[src/rtl/fwd_hazard_unit.sv]
// Multi-stage operand forwarding and load-use stall unit. Selects and stall are
// combinational on the current issue slot; the tracker updates at the clock edge.
module fwd_hazard_unit #(
  parameter  int DEPTH    = 3,
  parameter  int LOAD_LAT = 1,
  parameter  int CNT_W    = 16,
  localparam int SEL_W    = $clog2(DEPTH + 1)
) (
  input  logic             clk,
  input  logic             rst,
  input  logic [31:0]      id_instr,
  input  logic             id_valid,
  input  logic             flush,
  output logic [SEL_W-1:0] fwd_sel_a,
  output logic [SEL_W-1:0] fwd_sel_b,
  output logic             stall,
  output logic [CNT_W-1:0] stall_count
);

  localparam logic [6:0] OP_R     = 7'b0110011;
  localparam logic [6:0] OP_I     = 7'b0010011;
  localparam logic [6:0] OP_LOAD  = 7'b0000011;
  localparam logic [6:0] OP_S     = 7'b0100011;
  localparam logic [6:0] OP_B     = 7'b1100011;
  localparam logic [6:0] OP_JALR  = 7'b1100111;
  localparam logic [6:0] OP_LUI   = 7'b0110111;
  localparam logic [6:0] OP_AUIPC = 7'b0010111;
  localparam logic [6:0] OP_JAL   = 7'b1101111;

  typedef struct packed {
    logic       vld;
    logic [4:0] rd;
    logic       ld;
  } ent_t;

  ent_t             r_ent [1:DEPTH];
  logic [CNT_W-1:0] r_cnt;

  logic [6:0]       w_opc;
  logic [4:0]       w_rs1;
  logic [4:0]       w_rs2;
  logic [4:0]       w_rd;
  logic             w_is_load;
  logic [SEL_W-1:0] w_sel_a;
  logic [SEL_W-1:0] w_sel_b;
  logic             w_haz_a;
  logic             w_haz_b;
  logic             w_stall;
  logic             w_push;
  logic             w_unused_bits;

  assign w_unused_bits = ^{id_instr[31:25], id_instr[14:12]};

  always_comb begin
    w_opc     = id_instr[6:0];
    w_rs1     = 5'd0;
    w_rs2     = 5'd0;
    w_rd      = 5'd0;
    w_is_load = (w_opc == OP_LOAD);
    if (w_opc inside {OP_R, OP_I, OP_LOAD, OP_S, OP_B, OP_JALR})
      w_rs1 = id_instr[19:15];
    if (w_opc inside {OP_R, OP_S, OP_B})
      w_rs2 = id_instr[24:20];
    if (w_opc inside {OP_R, OP_I, OP_LOAD, OP_LUI, OP_AUIPC, OP_JAL, OP_JALR})
      w_rd = id_instr[11:7];
  end

  // Scan oldest to youngest so the lowest matching stage overwrites the rest.
  always_comb begin
    w_sel_a = '0;
    w_sel_b = '0;
    w_haz_a = 1'b0;
    w_haz_b = 1'b0;
    for (int k = DEPTH; k >= 1; k--) begin
      if (w_rs1 != 5'd0 && r_ent[k].vld && r_ent[k].rd == w_rs1) begin
        w_sel_a = SEL_W'(k);
        w_haz_a = r_ent[k].ld && (k <= LOAD_LAT);
      end
      if (w_rs2 != 5'd0 && r_ent[k].vld && r_ent[k].rd == w_rs2) begin
        w_sel_b = SEL_W'(k);
        w_haz_b = r_ent[k].ld && (k <= LOAD_LAT);
      end
    end
  end

  assign w_stall = id_valid && !flush && (w_haz_a || w_haz_b);
  assign w_push  = id_valid && !flush && !w_stall && (w_rd != 5'd0);

  always_ff @(posedge clk) begin
    if (rst) begin
      for (int k = 1; k <= DEPTH; k++)
        r_ent[k] <= '0;
      r_cnt <= '0;
    end else begin
      r_ent[1] <= w_push ? ent_t'{vld: 1'b1, rd: w_rd, ld: w_is_load} : ent_t'('0);
      for (int k = 2; k <= DEPTH; k++)
        r_ent[k] <= r_ent[k-1];
      if (w_stall && r_cnt != '1)
        r_cnt <= r_cnt + CNT_W'(1);
    end
  end

  assign fwd_sel_a   = w_sel_a;
  assign fwd_sel_b   = w_sel_b;
  assign stall       = w_stall;
  assign stall_count = r_cnt;

endmodule

[config.mk]
export PLATFORM = sky130hd
export DESIGN_NAME = fwd_hazard_unit
export DESIGN_NICKNAME = d
export VERILOG_FILES = /design/src/rtl/fwd_hazard_unit.sv
export SDC_FILE = /design/constraint.sdc
export NUM_CORES = 1
export LEC_CHECK = 0
export ABC_AREA = 1
export CORE_UTILIZATION = 40
export DETAILED_ROUTE_END_ITERATION = 8
export PLACE_DENSITY = 0.72
export RECOVER_POWER = 50
export SYNTH_ARGS = -nofsm -noshare
export SYNTH_HDL_FRONTEND = slang
export SYNTH_SLANG_ARGS = --single-unit
[constraint.sdc]
create_clock -name clk -period 2.93 [get_ports clk]
set_input_delay 0.586 -clock clk [delete_from_list [all_inputs] [get_ports clk]]
set_output_delay 0.586 -clock clk [all_outputs]
set_load 0.005 [all_outputs]
* After elaboration in Yosys (flattened, before gate mapping) *
Memories as Yosys holds them, arrays and structs flattened.
Cells that the tools add are included.

storage, ports and cells
  memories = 1
  register bits after elaboration = 16
  word-level logic and storage cells = 66
  input bits = 36
  memory bits (writable) = 21
  output and inout bits = 21

cells by class
  add/subtract/negate cells = 1
  reduce and logical (&&, ||, !) cells = 26
  bitwise operators = 3
  equal/unequal tests = 16
  multiplexer cells = 18

memory list
  name   words  bits a word  rd ports  clocked after Yosys merged registers in  wr ports  RTL line  text
  r_ent  3      7            3         0                                        3         36        ent_t r_ent [1:DEPTH];

operators by type and width
  cell                     number
  $eq A5 B5 Y1             6
  $mux W7                  4
  $eq A7 B6 Y1 const B     3
  $eq A7 B7 Y1 const B     3
  $logic_and A1 B1 Y1      17
  $add A16 B1 Y16 const B  1
  $ne A16 B16 Y1 const B   1
  $mux W5                  3
  $reduce_bool A5 Y1       3
  $eq A7 B5 Y1 const B     2
  $mux W2                  6
  $eq A7 B2 Y1 const B     1
  $reduce_bool A7 Y1       1
  $reduce_bool A6 Y1       1
  $mux W1                  5
  $or A1 B1 Y1             3
  $reduce_bool A3 Y1       1
  $logic_not A1 Y1         2
  $logic_or A1 B1 Y1       1

* Longest topological paths before layout *
Gate-level depths: netlist (run 1).

  word-level depth = 14
  depth in mapped cells = 16
  mapped depth without buffers = 16

* Worst setup path before layout (run 1) *
No wires, ideal clock.

  path kind = input to output
  start point = input id_instr[1]
  end point = output fwd_sel_b[0]
  slack = 0.485 ns
  arrival time = 1.859 ns
  required time = 2.344 ns
  path buffers = 0
  stages = 10
  cell sequence = nand2_1 -> clkinv_1 -> nand2_2 -> nor2_4 -> nand2_2 -> a21oi_1 -> o221ai_1 -> or3_1 -> o21ai_0 -> nand2_1

between the ends
  word-level cells in the longest chain between the ends = 9
  elaborated cells between the ends (all ways) = 18
  classes of those cells = 6 x eq/ne; 4 x mux; 8 x reduce/logical

RTL lines
  item                                          RTL line  text
  start: declaration                            11        input logic [31:0] id_instr,
  $eq A7 B6 Y1 or $eq A7 B7 Y1 (tied branches)  62        if (w_opc inside {OP_R, OP_S, OP_B})
  $reduce_bool A3 Y1 *                          62
  $mux W5 *                                     62
  $reduce_bool A5 Y1                            79        if (w_rs2 != 5'd0 && r_ent[k].vld && r_ent[k].rd == w_rs2) begin
  $logic_and A1 B1 Y1 (2 in a row)              79
  $mux W2 (2 in a row)                          79
  $mux W2 *                                     79
  end: declaration                              15        output logic [SEL_W-1:0] fwd_sel_b,

Every way passes the cells marked *; elsewhere a longest branch is shown, timed or not.

* Worst setup path in the final report (run 1) *
  start point = input id_instr[0]
  end point = output fwd_sel_a[1]

between the ends
  word-level cells in the longest chain between the ends = 9
  elaborated cells between the ends (all ways) = 21
  classes of those cells = 9 x eq/ne; 4 x mux; 8 x reduce/logical

RTL lines
  item                                  RTL line  text
  $eq A7 B6 Y1 (tied with other cells)  60        if (w_opc inside {OP_R, OP_I, OP_LOAD, OP_S, OP_B, OP_JALR})
  $reduce_bool A6 Y1 *                  60
  $mux W5 *                             60
  $reduce_bool A5 Y1                    75        if (w_rs1 != 5'd0 && r_ent[k].vld && r_ent[k].rd == w_rs1) begin
  $logic_and A1 B1 Y1 (2 in a row)      75
  $mux W2 (2 in a row)                  75
  $mux W2 *                             75
  end: declaration                      14        output logic [SEL_W-1:0] fwd_sel_a,

Marks and branches as above.

==> results of run 1 <==
how the worst min path moves through the flow:
stage	start	to	slack, ns	cells past startpoint
2_1_floorplan	r_ent[0][20]	r_ent[0][27]	0.42	2
3_3_place_gp	r_ent[0][20]	r_ent[0][27]	0.46	2
3_5_place_dp	r_ent[0][19]	r_ent[0][26]	0.47	2
4_1_cts	r_ent[0][19]	r_ent[0][26]	0.48	2
5_1_grt	r_ent[0][15]	r_ent[0][22]	0.50	2
6_report	r_ent[0][19]	r_ent[0][26]	0.48	2
synth_stat cells, drive strengths merged, types with 3 or more instances:
| cell | n | share of area |
|---|---|---|
| nand4 | 21 | 0.063 |
| a21oi | 21 | 0.047 |
| buf | 3 | 0.012 |
| dfxtp | 35 | 0.31 |
| xor2 | 21 | 0.080 |
| nor3 | 5 | 0.013 |
| inv | 43 | 0.070 |
| clkbuf | 5 | 0.0082 |
| nor4 | 6 | 0.016 |
| nand3 | 24 | 0.060 |
| nand2 | 85 | 0.15 |
| nor2 | 45 | 0.089 |
| o21ai | 9 | 0.021 |
| xnor2 | 4 | 0.015 |
per-layer routing:
layer / up-vias / global-route usage / part of all wire
met1: 1169 / 0.310 / 0.47
met2: 76 / 0.364 / 0.47
met4: 0 / 0.0736 / 0.014
met5: - / 0 / 0
li1: 1290 / - / -
met3: 10 / 0.0271 / 0.044
report_power, final:
group          total [mW]  leakage [nW]  internal, mW  switching (mW)
combinational       0.133          1.08        0.0631          0.0697
sequential          0.476         0.282         0.476        0.000339
clock               0.437        0.0581         0.253           0.184
per-stage QoR:
step                       util  area, um^2  setup slack [ns]
after global routing      0.613        3370           -0.0416
final                     0.613        3370            0.0454
after detailed placement  0.547        3010            -0.607
after floorplan               -        2300             0.485
after global placement    0.547        3010            -0.533
after CTS                 0.601        3310           -0.0131
worst max-delay path, cell delays in order:
cell,delay (ns)
dlygate4sd2_1,0.21
nand2_2,0.08
clkinv_4,0.07
buf_4,0.11
nand2_4,0.06
nor2_8,0.11
buf_6,0.12
nand2_2,0.07
xor2_1,0.15
nor2_1,0.12
nand4_1,0.11
buf_4,0.15
buf_4,0.12
a21boi_1,0.11
buf_2,0.12
kinds of logic (layout without fill, tap and decap cells):
group	count (synthesis)	in the layout	synth area share
AO/OA/AOI/OAI	40	40	0.103
XOR/XNOR	25	25	0.0954
adder cells (fa/ha/maj)	1	1	0.00545
buffers and inverters	52	140	0.0921
flip-flops	35	35	0.305
AND/OR/NAND/NOR	188	188	0.399
cell type report:
class	instances	area (um^2)
multi-input combinational	254	1550
sequential	35	701
clock buffer	5	68.8
clock inverter	3	43.8
timing repair buffer	88	748
inverter	44	170
tap	72	90.1
fill	479	2130
registers in the layout, summed over array words and instances, names as in the netlist:
| name | flops |
|---|---|
| r_ent | 19 |
| stall_count | 16 |
timing repair:
| item | in CTS | in global routing |
|---|---|---|
| cloned | 0 | 0 |
| pin swaps | 18 | 20 |
| setup buffers | 12 | 2 |
| gates resized for setup | 52 | 22 |
| setup endpoints to repair | 5 | 5 |
==> impl_metrics.yaml, run 1 <==
outcome:
  status: "finished clean"
drt:
  dr.first_iter.drc_count: 291
  drc: 0
  via_per_inst: 5.08
  ant_nets: 0
  firstDrtPassIters: 4
  num_vias: 2545
  wire_per_inst_um: 12.9
  totalWireLength_um: 6490
finish:
  final_common_cell: "nand2_1"
  antenna_cells: 0
  layout-drive-gt1-share: 0.245
  nets: 465
  layout.cells.non_filler: 501
  layout_common_cells: "nand2_1 (73), inv_1 (40), buf_4 (38)"
  area_delta_synth_final_pct: 47.0
global_route:
  grt_use_total: 0.226
  grt_max_degree: 27
  grt_pass1_vias: 2281
  antenna_found_initial: 0
  grt_pass1_wl_um: 10800
  gr-total-overflow: 0
setup_path:
  crit_start: "id_instr[0]"
  reg2reg_from: "stall_count[0]"
  path_max_fanout: 4
  cp.arrival_ns: 2.30
  reg2reg_to: "stall_count[14]"
  crit_required_ns: 2.34
  crit_path_end: "fwd_sel_a[1]"
  worst-setup-path-type: "in2out"
  endpoint_kind: "output port"
  r2r_setup_slack_ns: 0.73
  worst_r2r_path_depth: 9
  startpoint_type: "primary input"
synthesis:
  synth_top_flop_cell: "dfxtp_1"
  syn_inst: 341
  ys_seq_area_frac: 0.305
  ys_seq_elements: 35
  syn_avg_cell_area_um2: 6.73
  netlist-cell-type-count: 38
  syn_nets: 378
  synth_warnings: 0
  synthArstFlopShare: 0
  synth-edff-count: 0
  netlist_area_mm2: 0.00230
power:
  power_mw: 1.05
  powerDensity_mw_per_mm2: 310
  total_leakage_power_nw: 1.41
  ir_drop_mv: 0.212
timing:
  hold_ws_ns: 0.484
  fin_crit_sh: 0.984
  final-setup-viol-count: 0
  rsz0062_at_grt: "true"
  finClkSkew_ns: 0.00653
  slew_violations: 0
  min_period_ns: 2.88
  fmax_ghz: 0.347
  maxSlewHeadroom: 0.181
  tightest_slew_ns: 1.23
  tns_ns: 0
  hold_violations: 0
floorplanning:
  dieArea_mm2: 0.00605
  die_x_um: 77.8
  die_h_um: 77.8
  rows: 27
  core_mm2: 0.00551
  ioPinCount: 57
  initial_core_util: 0.417
clock_tree:
  clkTransAtPathRegs_ns: 0.08
  cts_buffers: 5
  cts_root_buffer: "clkbuf_8"
  cts_hold_buf: 0
  h-tree-depth: 2
  cts_num_sinks: 35
  clk_latency_ns: 0.29
  max-clock-path-buffers: 2
  cts_tree: "done"
placement:
  gp_congestion: 0.934
  port_buffers: 46
  dpl.hpwl_um: 4710
  post-place-cells: 479
job:
  maxCapViolCount: 0
worst_hold_path:
  holdCritPathClass: "reg2reg"
(Power assumes the default switching activity.)
==> inputs of run 2 (changes only) <==
==> constraint.sdc (replaced) <==
create_clock -name clk -period 3 [get_ports clk]
set_input_delay 0.6 -clock clk [delete_from_list [all_inputs] [get_ports clk]]
set_output_delay 0.6 -clock clk [all_outputs]
set_load 0.005 [all_outputs]
==> impl_metrics.yaml, run 2 (synthesized netlist as in run 1, its figures left out) <==
outcome:
  status: "finished clean"
timing:
  fin_crit_sh: 0.959
  fmax_ghz: 0.348
  hold_ws_ns: 0.474
  final-setup-viol-count: 0
  min_period_ns: 2.88
  maxSlewHeadroom: 0.168
  tightest_slew_ns: 1.25
  tns_ns: 0
  fin_ws_ns: 0.124
  slew_violations: 0
  hold_violations: 0
  rsz0062_at_grt: "false"
  finClkSkew_ns: 0.0123
floorplanning:
  die_x_um: 77.8
  ioPinCount: 57
  core_mm2: 0.00551
  dieArea_mm2: 0.00605
  initial_core_util: 0.417
  die_h_um: 77.8
  rows: 27
setup_path:
  cp.arrival_ns: 2.28
  endpoint_kind: "output port"
  cp_cell_sequence: "clkdlybuf4s15_1 -> nor2_2 -> nand2_4 -> nor2_4 -> buf_6 -> nand2_4 -> a21oi_2 -> o221ai_2 -> or3_1 -> o21ai_1 -> nand2_1 -> buf_2"
  path_max_fanout: 4
  path_common_cell: "nand2_4"
  cp_slowest_stage_delay_ns: 0.31
  worst-setup-path-type: "in2out"
  cpLargestDelayFamily: "simple AND/OR/NAND/NOR gates"
  critical_path_buf_inv_count: 3
  critPathSlowestCell: "or3_1"
  startpoint_type: "primary input"
  crit_required_ns: 2.40
drt:
  ant_nets: 0
  drc: 0
  num_vias: 2504
  firstDrtPassIters: 4
  totalWireLength_um: 6260
  wire_per_inst_um: 12.7
  via_per_inst: 5.07
  dr.first_iter.drc_count: 126
finish:
  antenna_cells: 0
  nets: 458
  layout-drive-gt1-share: 0.220
  num-fill-cells: 511
  largest_reg_flops: 19
  area_delta_synth_final_pct: 42.0
  layout.cells.non_filler: 494
  final_common_cell: "nand2_1"
  top_register: "r_ent"
  layout_common_cells: "nand2_1 (73), inv_1 (38), nor2_1 (36)"
clock_tree:
  cts_num_sinks: 35
  cts_root_buffer: "clkbuf_8"
  max-clock-path-buffers: 2
  clk_latency_ns: 0.29
  cts_buffers: 5
  h-tree-depth: 2
  clkTransAtPathRegs_ns: 0.07
  cts_tree: "done"
power:
  ir_drop_mv: 0.168
  power_uw: 927
  total_leakage_power_nw: 1.35
  powerDensity_mw_per_mm2: 284
placement:
  gp_congestion: 0.915
  dpl.hpwl_um: 4650
  place_ws_ns: -0.519
  post-place-cells: 480
  port_buffers: 46
worst_hold_path:
  holdCritPathClass: "reg2reg"
global_route:
  grt_pass1_wl_um: 10800
  antenna_found_initial: 0
  grt_use_total: 0.224
  gr-total-overflow: 0
  grt_pass1_vias: 2363
  grt_max_degree: 27
job:
  maxCapViolCount: 0
==> run 2: changes by cell type in the layout (fill, tap and decap cells not counted), sizes merged <==
cell / before / now
clkinvlp: 0 / 1
bufinv: 1 / 0
clkinv: 3 / 2
dlygate4sd3: 15 / 16
buf: 45 / 37
clkdlybuf4s50: 19 / 18
clkbuf: 8 / 9
clkdlybuf4s15: 1 / 2
==> run 2: path summary, 6_finish.rpt <==
| check | from | end | slack (ns) | cells after the start |
|---|---|---|---|---|
| worst max register to register | stall_count[0] | stall_count[15] | 0.87 | 9 |
| worst min-delay path | r_ent[0][15] | r_ent[0][22] | 0.47 | 2 |
| worst max-delay path | id_instr[3] | fwd_sel_b[0] | 0.12 | 12 |
| worst min register to register | r_ent[0][15] | r_ent[0][22] | 0.47 | 2 |
==> run 2: worst min-delay path, delay by kind of cell, from the launching register on <==
family	cells	cell delay, ns
simple gates	1	0.04
flops	1	0.33
buf+inv	1	0.07
==> run 2: final cells by class <==
cell class	instances	area, um^2	share of cell area
Tap cell	72	90.1	0.0276
Multi-Input combinational cell	254	1500	0.460
Clock inverter	2	12.5	0.00384
Timing Repair Buffer	81	713	0.219
Clock buffer	6	72.6	0.0223
Sequential cell	35	701	0.215
Inverter	44	170	0.0522
==> run 2: power breakdown <==
group,internal [mW],switching [mW]
logic,0.0609,0.0657
clock network,0.162,0.173
registers,0.465,0.000264
==> run 2: what timing repair did <==
action                     CTS  global route
setup endpoints to repair    5             5
setup buffers                6             0
pin swaps                   22             4
gates resized for setup     58             7
hold buffers                 0             0
==> run 2: metal layers <==
layer | vias up | wire (um) | GRT usage | share of wire
met5 | - | 0 | 0 | 0
met1 | 1140 | 3010 | 0.302 | 0.48
met2 | 70 | 2830 | 0.350 | 0.45
met4 | 0 | 101 | 0.0868 | 0.016
met3 | 12 | 315 | 0.0424 | 0.050
li1 | 1282 | - | - | -
==> run 2: through the flow <==
| stage | area [um^2] | util |
|---|---|---|
| 4_1_cts | 3260 | 0.592 |
| 3_5_place_dp | 3020 | 0.548 |
| 2_1_floorplan | 2300 | - |
| 3_3_place_gp | 3020 | 0.548 |
| 5_1_grt | 3260 | 0.592 |
| 6_report | 3260 | 0.592 |
==> inputs of run 3 (changes only) <==
--- a/config.mk
+++ b/config.mk
@@ -8,6 +8,7 @@
 export ABC_AREA = 1
 export CORE_UTILIZATION = 40
 export DETAILED_ROUTE_END_ITERATION = 8
+export GPL_TIMING_DRIVEN = 0
 export PLACE_DENSITY = 0.72
 export RECOVER_POWER = 50
 export SYNTH_ARGS = -nofsm -noshare
==> impl_metrics.yaml, run 3 (synthesized netlist as in run 1, its figures left out) <==
finish:
  layout-drive-gt1-share: 0.203
  largest_reg_flops: 19
  num-fill-cells: 509
  finalInstanceArea_mm2: 0.00322
  final_util: 0.584
  nets: 445
  area_delta_synth_final_pct: 40.2
  top_register: "r_ent"
  regArea_um2: 701
  final_common_cell: "nand2_1"
  layout_common_cells: "nand2_1 (73), inv_1 (38), nor2_1 (35), dfxtp_1 (35)"
  multi_input_area_mm2: 0.00155
  layout.cells.non_filler: 481
  antenna_cells: 0
drt:
  firstDrtPassIters: 4
  wire_per_inst_um: 13.1
  ant_nets: 0
  dr.first_iter.drc_count: 130
  totalWireLength_um: 6320
  drc: 0
  num_vias: 2485
  via_per_inst: 5.17
setup_path:
  cp.arrival_ns: 2.30
  cp_slowest_stage_delay_ns: 0.25
  cp_cell_sequence: "dlygate4sd2_1 -> nand2_2 -> clkinv_4 -> buf_12 -> nand2_4 -> nor2_4 -> nand2_2 -> nand2_1 -> nand2_1 -> nand2_1 -> nor2_2 -> nand3_2 -> a21boi_2 -> dlygate4sd2_1"
  path_max_fanout: 4
  startpoint_type: "primary input"
  critPathSlowestCell: "dlygate4sd2_1"
  crit_required_ns: 2.40
  worst-setup-path-type: "in2out"
  r2r_setup_slack_ns: 0.74
  endpoint_kind: "output port"
  path_common_cell: "nand2_1"
  cpLargestDelayFamily: "simple AND/OR/NAND/NOR gates"
  critical_path_buf_inv_count: 4
global_route:
  grtUsageMet1: 0.296
  busiest_layer: "met2"
  use_met3: 0.0259
  grt_use_met2: 0.369
  grt_pass1_vias: 2344
  gr-total-overflow: 0
  grt_use_total: 0.224
  grt_pass1_wl_um: 10800
  grt_max_degree: 12
  antenna_found_initial: 0
clock_tree:
  clk_latency_ns: 0.29
  cts_root_buffer: "clkbuf_8"
  h-tree-depth: 2
  cts_num_sinks: 35
  cts_tree: "done"
  cts_hold_buf: 0
  clkTransAtPathRegs_ns: 0.08
  max-clock-path-buffers: 2
  cts_buffers: 5
job:
  maxCapViolCount: 0
timing:
  final-setup-viol-count: 0
  min_period_ns: 2.90
  fmax_ghz: 0.345
  finClkSkew_ns: 0.0109
  maxSlewHeadroom: 0.699
  fin_ws_ns: 0.104
  slew_violations: 0
  hold_violations: 0
  tightest_slew_ns: 0.452
  fin_crit_sh: 0.965
  rsz0062_at_grt: "true"
placement:
  place_ws_ns: -0.641
  gp_congestion: 0.950
  post-place-cells: 458
  dpl-instance-area_mm2: 0.00284
  port_buffers: 45
  dpl.hpwl_um: 4570
power:
  total_leakage_power_nw: 1.30
  ir_drop_mv: 0.179
  powerDensity_mw_per_mm2: 300
  power_uw: 965
floorplanning:
  dieArea_mm2: 0.00605
  initial_core_util: 0.417
  ioPinCount: 57
  die_x_um: 77.8
  core_mm2: 0.00551
  die_h_um: 77.8
  rows: 27
outcome:
  status: "finished clean"
worst_hold_path:
  holdCritPathClass: "reg2reg"
==> run 3: stage by stage <==
stage,setup TNS [ns],hold slack [ns]
after floorplan,0,0.421
after CTS,0,0.472
after global routing,-0.0350,0.508
final,0,0.478
after global placement,-2.67,0.432
after detailed placement,-2.85,0.442
==> run 3: worst paths after layout <==
check / start / end / cells past startpoint
min: r_ent[0][15] / r_ent[0][22] / 2
max: id_instr[0] / stall / 14
max reg2reg: stall_count[0] / stall_count[5] / 9
min reg2reg: r_ent[0][15] / r_ent[0][22] / 2
==> run 3: where the power goes <==
group	switching [mW]	leakage (nW)	internal, mW
sequential	0.000276	0.282	0.465
clock	0.180	0.0505	0.209
combinational	0.0627	0.967	0.0490
total	0.243	1.30	0.723
==> run 3: cell type report <==
class,count,share of cell area
multi-input cells,255,0.482
flip-flops and latches,35,0.218
inverters,44,0.0529
plain buffers,8,0.0148
clock buffers,7,0.0299
clock inverters,1,0.00233
repair buffers,59,0.173
well taps,72,0.0280
==> run 3: repair_timing <==
action                     CTS  global route
setup endpoints to repair    5             5
resized for setup           56            17
setup buffers               13             1
pin swaps                   18            12
gates cloned                 1             0
==> run 3: per-layer routing <==
metal	part of all wire	vias to the layer above
met4	0.023	0
met1	0.46	1146
li1	-	1256
met2	0.47	69
met5	0	-
met3	0.042	14
==> run 3: worst reg2reg max path, stage by stage (launching register included) <==
cell	delay (ns)
dfxtp_1	0.40
ha_1	0.22
nand2_1	0.09
nor3_1	0.37
nand2_1	0.09
nor4_1	0.18
nand2_1	0.23
clkbuf_1	0.30
nand4_1	0.18
a21oi_1	0.08
==> RTL edit, RTL diff (flow settings as in run 1) <==
Reset style: asynchronous (`rst`), changed in one clocked block.
--- a/src/rtl/fwd_hazard_unit.sv
+++ b/src/rtl/fwd_hazard_unit.sv
@@ -86,7 +86,7 @@
   assign w_stall = id_valid && !flush && (w_haz_a || w_haz_b);
   assign w_push  = id_valid && !flush && !w_stall && (w_rd != 5'd0);
 
-  always_ff @(posedge clk) begin
+  always_ff @(posedge clk or posedge rst) begin
     if (rst) begin
       for (int k = 1; k <= DEPTH; k++)
         r_ent[k] <= '0;
Behaviour: differs if rst is asserted again (counterexample within 4 cycles, from zero or initial values and one cycle with rst high); with rst held inactive, the same outputs for 10 cycles.
==> RTL edit against run 1 <==
- the flow now finishes with violations (capacitance limit, slew limit)
- power fell by 1.4%
- via count rose by 2.4%
- routed wire length rose by 8.7%
- area after synthesis rose by 1.9%
- utilization rose by 3.8 points
- setup slack improved by 0.014 ns
- first-iteration DRC count fell by 35%
- design area rose by 7.5%
- sequential cell count did not move
==> RTL edit: results (changes against run 1) <==
| Metric | Value |
|---|---|
| Run status | finished with violations |
| Failing checks | capacitance limit, slew limit |
| Biggest area contributors in the synthesized netlist | sky130_fd_sc_hd__dfrtp_1, sky130_fd_sc_hd__nand2_1, sky130_fd_sc_hd__xor2_1 |
| Maximum number of pins on one net before global-route repair | 36 (+33%) |
| Main flop type after synthesis | sky130_fd_sc_hd__dfrtp_1 |
| Number of violations reported at the end of detailed-routing iteration 0 | 188 (-35%) |
| Setup slack of the most critical reg-to-reg path | 0.35 ns (-0.38 ns) |
| Total via count after detailed routing | 2606 (+2.4%) |
| Nets@finish | 459 (-1.3%) |
| Average wire per cell in the routed design | 14.2 um (+10%) |
| Clock transition at the registers of the reported paths | 0.07 ns |
| Lkg Pwr | 1.77 nW (+25%) |
| First-pass GRT wire length | 10.8 mm (about the same) |
| Count of final max-slew check failures | 36 (+36) |
| Worst skew pair latency | 0.29 ns (about the same) |
| Layout cells sized above 1 | 28.1% (+3.7 points) |
| Overall track demand over capacity in global routing | 22.5% (-0.067 points) |
| Yosys warnings | 0 (unchanged) |
| Part of the Yosys area used for sequential elements | 37.5% (+6.9 points) |
| Reg-to-Reg Start | stall_count[0] |
| Post-synthesis cell type count | 29 (-24%) |
| Post-route worst setup slack | 0.0591 ns (+0.0137 ns) |
| Final-layout fill cell count | 434 (-9.4%) |
| Flip-flop count of the largest register after layout | 19 (unchanged) |
| Worst EP arrival | 2.28 ns (-0.02 ns) |
| Startpoint of the most critical setup path | id_instr[2] |
| Routability congestion estimate | 0.896 (-4.1%) |
| Total inserted antenna cells | 0 (unchanged) |
| Area after detailed placement | 3080 um2 (+2.4%) |
| Tightest Hold Check Type | reg -> reg |
| Number of antenna violations at the first check in global routing | 0 (unchanged) |
| Number of global-route vias before repair | 2382 (+4.4%) |
| Worst flop-to-flop path endpoint | stall_count[14] |
| Detail Placement HPWL | 4.48 mm (-5.0%) |
| Peak fanout along the critical path | 8 (+4) |
| Maximum capacitance violations | 1 (+1) |
| 1st-pass router iterations | 5 (+1) |
| H-tree level count | 2 (unchanged) |
| Synth top cells by count | sky130_fd_sc_hd__nand2_1, sky130_fd_sc_hd__dfrtp_1, sky130_fd_sc_hd__inv_1 |
| Switching Share | 25.0% (+0.72 points) |
| Maximum number of buffers from clock root to sink | 2 (unchanged) |
| Number of cells on the worst reg-to-reg path | 9 (unchanged) |
| IR drop worst, VDD | 0.222 mV (+5.0%) |
| TritonCTS Buffers | 5 (unchanged) |
| Worst Clk Skew | 0.00504 ns (-0.00149 ns) |
| Place WS | -0.571 ns (+0.0361 ns) |
| Register containing the most flip-flops in the final layout | r_ent |
| Quantity of I/O buffers inserted on ports | 46 (unchanged) |
| Fraction of synthesis flops using an asynchronous set or reset pin | 100% (+100 points) |
| Actual transition at the worst max-transition pin | 1.89 ns (+0.660 ns) |
| Net count after synthesis | 351 (-7.1%) |
## RTL edit: layer usage
metal  vias up  track usage [%]  wire (um)
li1       1254                -          -
met1      1230             27.9       2990
met2       106             38.9       3520
met3        16             3.49        373
met4         0             9.07        165
met5         -                0          0
## RTL edit: logic make-up after synthesis
kind of cell / share of synthesized area (%)
compound gates: 5.40
xor+xnor: 9.74
fa+ha+maj: 0.535
buf+inv: 7.17
flops: 37.5
simple gates: 39.7
## RTL edit: final cells by class
| type | count | area, um2 | area share [%] |
|---|---|---|---|
| multi-input cells | 238 | 1500 | 41.2 |
| repair buffers | 104 | 922 | 25.4 |
| flip-flops and latches | 35 | 876 | 24.2 |
| inverters | 38 | 143 | 3.93 |
| clock buffers | 8 | 100 | 2.76 |
| well taps | 72 | 90.1 | 2.48 |
## RTL edit: power groups by stage
| stage | logic (W) | registers [W] | clock network [W] |
|---|---|---|---|
| floorplan | 0.0000502 | 0.000496 | 0 |
| global placement | 0.000114 | 0.000497 | 0 |
| detailed placement | 0.000117 | 0.000497 | 0 |
| CTS | 0.000144 | 0.000488 | 0.000392 |
| global route | 0.000164 | 0.000488 | 0.000418 |
| finish | 0.000153 | 0.000488 | 0.000391 |
## RTL edit: what timing repair did
item | CTS | global route
setup endpoints to repair | 5 | 19
pin swaps | 20 | 11
gates resized for setup | 58 | 24
setup buffers | 23 | 6
gates cloned | 0 | 2
## RTL edit: worst max-delay path, stage by stage
cell	delay [ns]
sky130_fd_sc_hd__dlygate4sd2_1	0.23
sky130_fd_sc_hd__inv_2	0.06
sky130_fd_sc_hd__buf_4	0.11
sky130_fd_sc_hd__nand2_2	0.06
sky130_fd_sc_hd__nand2_4	0.16
sky130_fd_sc_hd__nand3_4	0.12
sky130_fd_sc_hd__nand2_1	0.11
sky130_fd_sc_hd__nand2_1	0.10
sky130_fd_sc_hd__nor2_1	0.13
sky130_fd_sc_hd__nand3_2	0.10
sky130_fd_sc_hd__buf_4	0.15
sky130_fd_sc_hd__a21boi_1	0.11
sky130_fd_sc_hd__dlygate4sd2_1	0.26
## RTL edit: per-stage QoR
stage	TNS (ns)	util, %	hold WS, ns	power, W	instances
detailed placement	-2.73	55.3	0.368	0.000614	457
CTS	0	63.3	0.384	0.00102	488
global route	-0.00666	65.1	0.397	0.00107	495
finish	0	65.1	0.385	0.00103	495
floorplan	0	-	0.354	0.000546	314
global placement	-2.45	55.3	0.363	0.000611	457
## RTL edit: how the worst min path moves through the flow
stage | start | endpoint | depth (start not counted)
CTS | r_ent[10] | r_ent[3] | 0
detailed placement | r_ent[12] | r_ent[5] | 0
floorplan | r_ent[8] | r_ent[1] | 0
global route | r_ent[10] | r_ent[3] | 0
global placement | r_ent[10] | r_ent[3] | 0
finish | r_ent[10] | r_ent[3] | 0
